<file path="src/rtl/mat_ctrl.sv">
// 3x3 Q14.6 matrix-multiply sequencer: latches operands, drives the multiplier command, captures the product.
// Optional RUN timeout guarded by macro MAT_CTRL_TIMEOUT_EN.
module mat_ctrl #(
   parameter int TIMEOUT_CYC = 32
) (
   input  logic         clk,
   input  logic         rst_n,
   input  logic         req_valid,
   output logic         req_ready,
   input  logic [188:0] req_a,
   input  logic [188:0] req_b,
   output logic [3:0]   mm_state,
   output logic [188:0] mm_a,
   output logic [188:0] mm_b,
   input  logic [188:0] mm_m,
   input  logic         mm_enable,
   output logic         rsp_valid,
   input  logic         rsp_ready,
   output logic [188:0] rsp_m,
   output logic         rsp_err
);

   localparam logic [3:0] MM_IDLE = 4'b0000;
   localparam logic [3:0] MM_CLR  = 4'b0010;
   localparam logic [3:0] MM_RUN  = 4'b1001;

   // The counter is 6 bits, so the timeout has to fit in 1..64 cycles.
   if (TIMEOUT_CYC < 1 || TIMEOUT_CYC > 64) begin : g_bad_timeout
      $error("mat_ctrl: TIMEOUT_CYC out of range");
   end

   typedef enum logic [1:0] {IDLE, CLR, RUN, RSP} state_t;
   state_t state;

`ifdef MAT_CTRL_TIMEOUT_EN
   localparam logic [5:0] CNT_LAST = 6'(TIMEOUT_CYC - 1);
   logic [5:0] cnt;
`else
   assign rsp_err = 1'b0;
`endif

   always_ff @(posedge clk or negedge rst_n) begin
      if (!rst_n) begin
         state     <= IDLE;
         mm_state  <= MM_IDLE;
         req_ready <= 1'b1;
         rsp_valid <= 1'b0;
         rsp_m     <= '0;
         mm_a      <= '0;
         mm_b      <= '0;
`ifdef MAT_CTRL_TIMEOUT_EN
         rsp_err   <= 1'b0;
         cnt       <= '0;
`endif
      end else begin
         case (state)
            IDLE: if (req_valid && req_ready) begin
               mm_a      <= req_a;
               mm_b      <= req_b;
               req_ready <= 1'b0;
               mm_state  <= MM_CLR;
               state     <= CLR;
            end
            CLR: begin
               mm_state <= MM_RUN;
               state    <= RUN;
`ifdef MAT_CTRL_TIMEOUT_EN
               cnt      <= '0;
`endif
            end
            RUN: begin
               if (mm_enable) begin
                  rsp_m     <= mm_m;
                  rsp_valid <= 1'b1;
                  mm_state  <= MM_IDLE;
                  state     <= RSP;
`ifdef MAT_CTRL_TIMEOUT_EN
                  rsp_err   <= 1'b0;
               end else if (cnt == CNT_LAST) begin
                  // Multiplier never answered: report an empty, flagged result.
                  rsp_m     <= '0;
                  rsp_err   <= 1'b1;
                  rsp_valid <= 1'b1;
                  mm_state  <= MM_IDLE;
                  state     <= RSP;
               end else begin
                  cnt <= cnt + 6'd1;
`endif
               end
            end
            RSP: if (rsp_ready) begin
               rsp_valid <= 1'b0;
               req_ready <= 1'b1;
               state     <= IDLE;
            end
            default: state <= IDLE;
         endcase
      end
   end

endmodule
</file>
<file path="config.mk">
export PLATFORM = sky130hd
export DESIGN_NAME = mat_ctrl
export DESIGN_NICKNAME = d
export VERILOG_FILES = /design/src/rtl/mat_ctrl.sv
export SDC_FILE = /design/constraint.sdc
export NUM_CORES = 1
export LEC_CHECK = 0
export CAP_MARGIN = 30
export CORE_AREA = 2 2 451 453
export DETAILED_ROUTE_END_ITERATION = 6
export DIE_AREA = 0 0 453 455
export SKIP_CTS_REPAIR_TIMING = 1
export SYNTH_ARGS = -nofsm -noshare
export SYNTH_HDL_FRONTEND = slang
export SYNTH_SLANG_ARGS = --single-unit
</file>
<file path="constraint.sdc">
create_clock -name clk -period 5.3 [get_ports clk]
set_input_delay 1.325 -clock clk [delete_from_list [all_inputs] [get_ports clk]]
set_output_delay 1.325 -clock clk [all_outputs]
set_load 0.1 [all_outputs]
</file>
==> flow_summary.json <==
{
  "critPathLaunchType": "register",
  "r2r_start": "state[1]$_DFFE_PN0P_",
  "pre_cts_ws_ns": 1.72,
  "drt_iter0_drc": 728,
  "synth-edff-count": 0,
  "grt_pass1_vias": 17400,
  "drc_errors": 0,
  "cts_max_path_buffers": 3,
  "synth_cell_type_count": 20,
  "synth_top_area_frac": 0.665,
  "synth_area_um2": 21500,
  "route.top_layer_used": "met5",
  "syn_avg_cell_area_um2": 17.4,
  "path_buf_inv": 1,
  "cts_tree": "yes",
  "dr_wl_met2_mm": 64.0,
  "yosys-top-cells-count": "572 x dfrtp_1, 569 x mux2_2, 35 x buf_6",
  "place.gp.congestion": 0.891,
  "drtPass1Iterations": 4,
  "wl_per_cell_um": 25.5,
  "synthCells": 1235,
  "max_stage_delay_ns": 1.23,
  "critPathKind": "reg -> out",
  "crit_start": "mm_b[82]$_DFFE_PN0P_",
  "run_status": "complete, no violations",
  "hp-class": "reg -> reg",
  "fin_crit_sh": 0.706,
  "r2r_cells": 6,
  "start_util": 0.107,
  "hold_viol_final": 0,
  "slowest_stage": "clkdlybuf4s50_1",
  "tightest_slew_ns": 1.05,
  "antenna_found_initial": 89,
  "vias_per_cell": 3.13,
  "ys_ff_latch": 573,
  "rows": 165,
  "synthToLayoutAreaGrowth_pct": 96.0,
  "fin_nets": 3128,
  "cts_num_sinks": 573,
  "cp.depth": 1,
  "fmax_mhz": 267,
  "setup_viol": 0,
  "synth_most_common_cell": "dfrtp_1",
  "vias": 16600,
  "required_ns": 3.97,
  "grt_pass1_wl_mm": 172,
  "port_buffers": 1143,
  "ioPinCount": 1146,
  "maxSlewHeadroom": 0.296,
  "worst_slack_ns": 1.56,
  "drive_above_1_share": 0.368,
  "period_minus_slack_ns": 3.74,
  "cts_root_buf": "clkbuf_16",
  "clkLatencyLatePin_ns": 0.72,
  "clk_pin_slew_ns": 0.06,
  "die-area_um2": 206000,
  "path_delay_family": "buffers and inverters",
  "r2r_setup_slack_ns": 2.75,
  "synth_seq_area_share": 0.666,
  "dp.final_hpwl_mm": 113,
  "grt_overflow": 0,
  "grt_usage": 0.126,
  "wl_met3_mm": 13.5,
  "wirelength_mm": 135,
  "critical_path_arrival_ns": 2.42,
  "end_kind": "output pin",
  "worstSetupEndpoint": "mm_b[82]",
  "cts_buffers": 79,
  "drv_cap": 0,
  "htreeDepth": 3,
  "die_h_um": 455,
  "async_flop_share": 1.00,
  "whs_ns": 0.499,
  "r2r-end": "mm_a[54]$_DFFE_PN0P_",
  "drtAntennaViolNets": 0,
  "yosys.area.top_type": "dfrtp_1",
  "yosys_warnings": 0,
  "tns_ns": 0,
  "dieWidth_um": 453,
  "report.final.slew_viol_count": 0,
  "synth_ff_type": "dfrtp_1",
  "crit_chain": "clkdlybuf4s50_1",
  "worstPathMaxFanout": 2,
  "fin_util": 0.210,
  "skew_ns": 0.0727,
  "grt_max_degree": 116,
  "core-area_um2": 201000,
  "yosys-top-cells-area": "dfrtp_1 66%, mux2_2 30%, buf_6 1.8%",
  "drt-met1-wl_mm": 53.7,
  "grt_setup_unrepaired": "false"
}
-- metal layers --
metal | vias up | global-route usage
li1 | 6998 | -
met1 | 8558 | 0.150
met2 | 723 | 0.204
met3 | 240 | 0.0579
met4 | 60 | 0.0337
met5 | - | 0.00597
-- cell type report --
class / instances / area (µm²)
clock buffers: 107 / 2210
flip-flops and latches: 573 / 14300
fillers: 21400 / 159000
multi-input cells: 595 / 6640
repair buffers: 1296 / 15100
inverters: 4 / 15.0
well taps: 2672 / 3340
clock inverters: 32 / 529
diodes: 15 / 37.5
-- state kept, by name (all words and copies together) (netlist names) --
| register | cells |
|---|---|
| mm_b | 189 |
| rsp_valid | 1 |
| mm_a | 189 |
| state | 2 |
| mm_state | 2 |
| req_ready | 1 |
| rsp_m | 189 |
-- how the worst min path moves through the flow --
stage | start | endpoint | slack [ns] | depth (start not counted)
2_1_floorplan | state[1]$_DFFE_PN0P_ | state[1]$_DFFE_PN0P_ | 0.58 | 1
3_3_place_gp | mm_a[130]$_DFFE_PN0P_ | mm_a[130]$_DFFE_PN0P_ | 0.49 | 1
3_5_place_dp | mm_a[124]$_DFFE_PN0P_ | mm_a[124]$_DFFE_PN0P_ | 0.49 | 1
4_1_cts | rsp_m[72]$_DFFE_PN0P_ | rsp_m[72]$_DFFE_PN0P_ | 0.50 | 1
5_1_grt | mm_a[91]$_DFFE_PN0P_ | mm_a[91]$_DFFE_PN0P_ | 0.51 | 1
6_report | rsp_m[72]$_DFFE_PN0P_ | rsp_m[72]$_DFFE_PN0P_ | 0.50 | 1
-- layout by cell type, fill, tap and decap left out, drive strengths merged --
master / count
o22a: 1
nand3: 1
ha: 7
a21boi: 1
nor2: 2
inv: 7
diode: 15
clkinv: 17
conb: 2
o21a: 1
clkbuf: 107
bufinv: 8
dfstp: 1
clkdlybuf4s50: 1032
nor3: 2
mux2: 569
dfrtp: 572
mux2i: 3
nand2: 3
clkinvlp: 4
nor2b: 2
a22o: 1
buf: 264
-- kinds of logic after synthesis --
kind of cell / synth area share
AND/OR/NAND/NOR: 0.00285
AO/OA/AOI/OAI: 0.00151
adder cells (fa/ha/maj): 0.00407
buffers and inverters: 0.0263
flip-flops: 0.666
multiplexers: 0.299
other: 0.000174
-- per-stage QoR --
| stage | area, µm² | std cells |
|---|---|---|
| floorplan | 21500 | 1236 |
| global placement | 35800 | 5009 |
| detailed placement | 39400 | 5138 |
| CTS | 42100 | 5277 |
| global route | 42200 | 5282 |
| finish | 42200 | 5294 |
-- worst register-to-register path, stage by stage, from the launching register on --
cell and delay (ns):
dfrtp_1 0.44, inv_1 0.11, ha_1 0.26, nand3_4 0.45, buf_12 0.30, buf_12 0.39
mux2_2 0.43
Power is left out: the tool's default activity adds up to more than one toggle a clock period on the data nets, which glitch-free logic cannot reach.
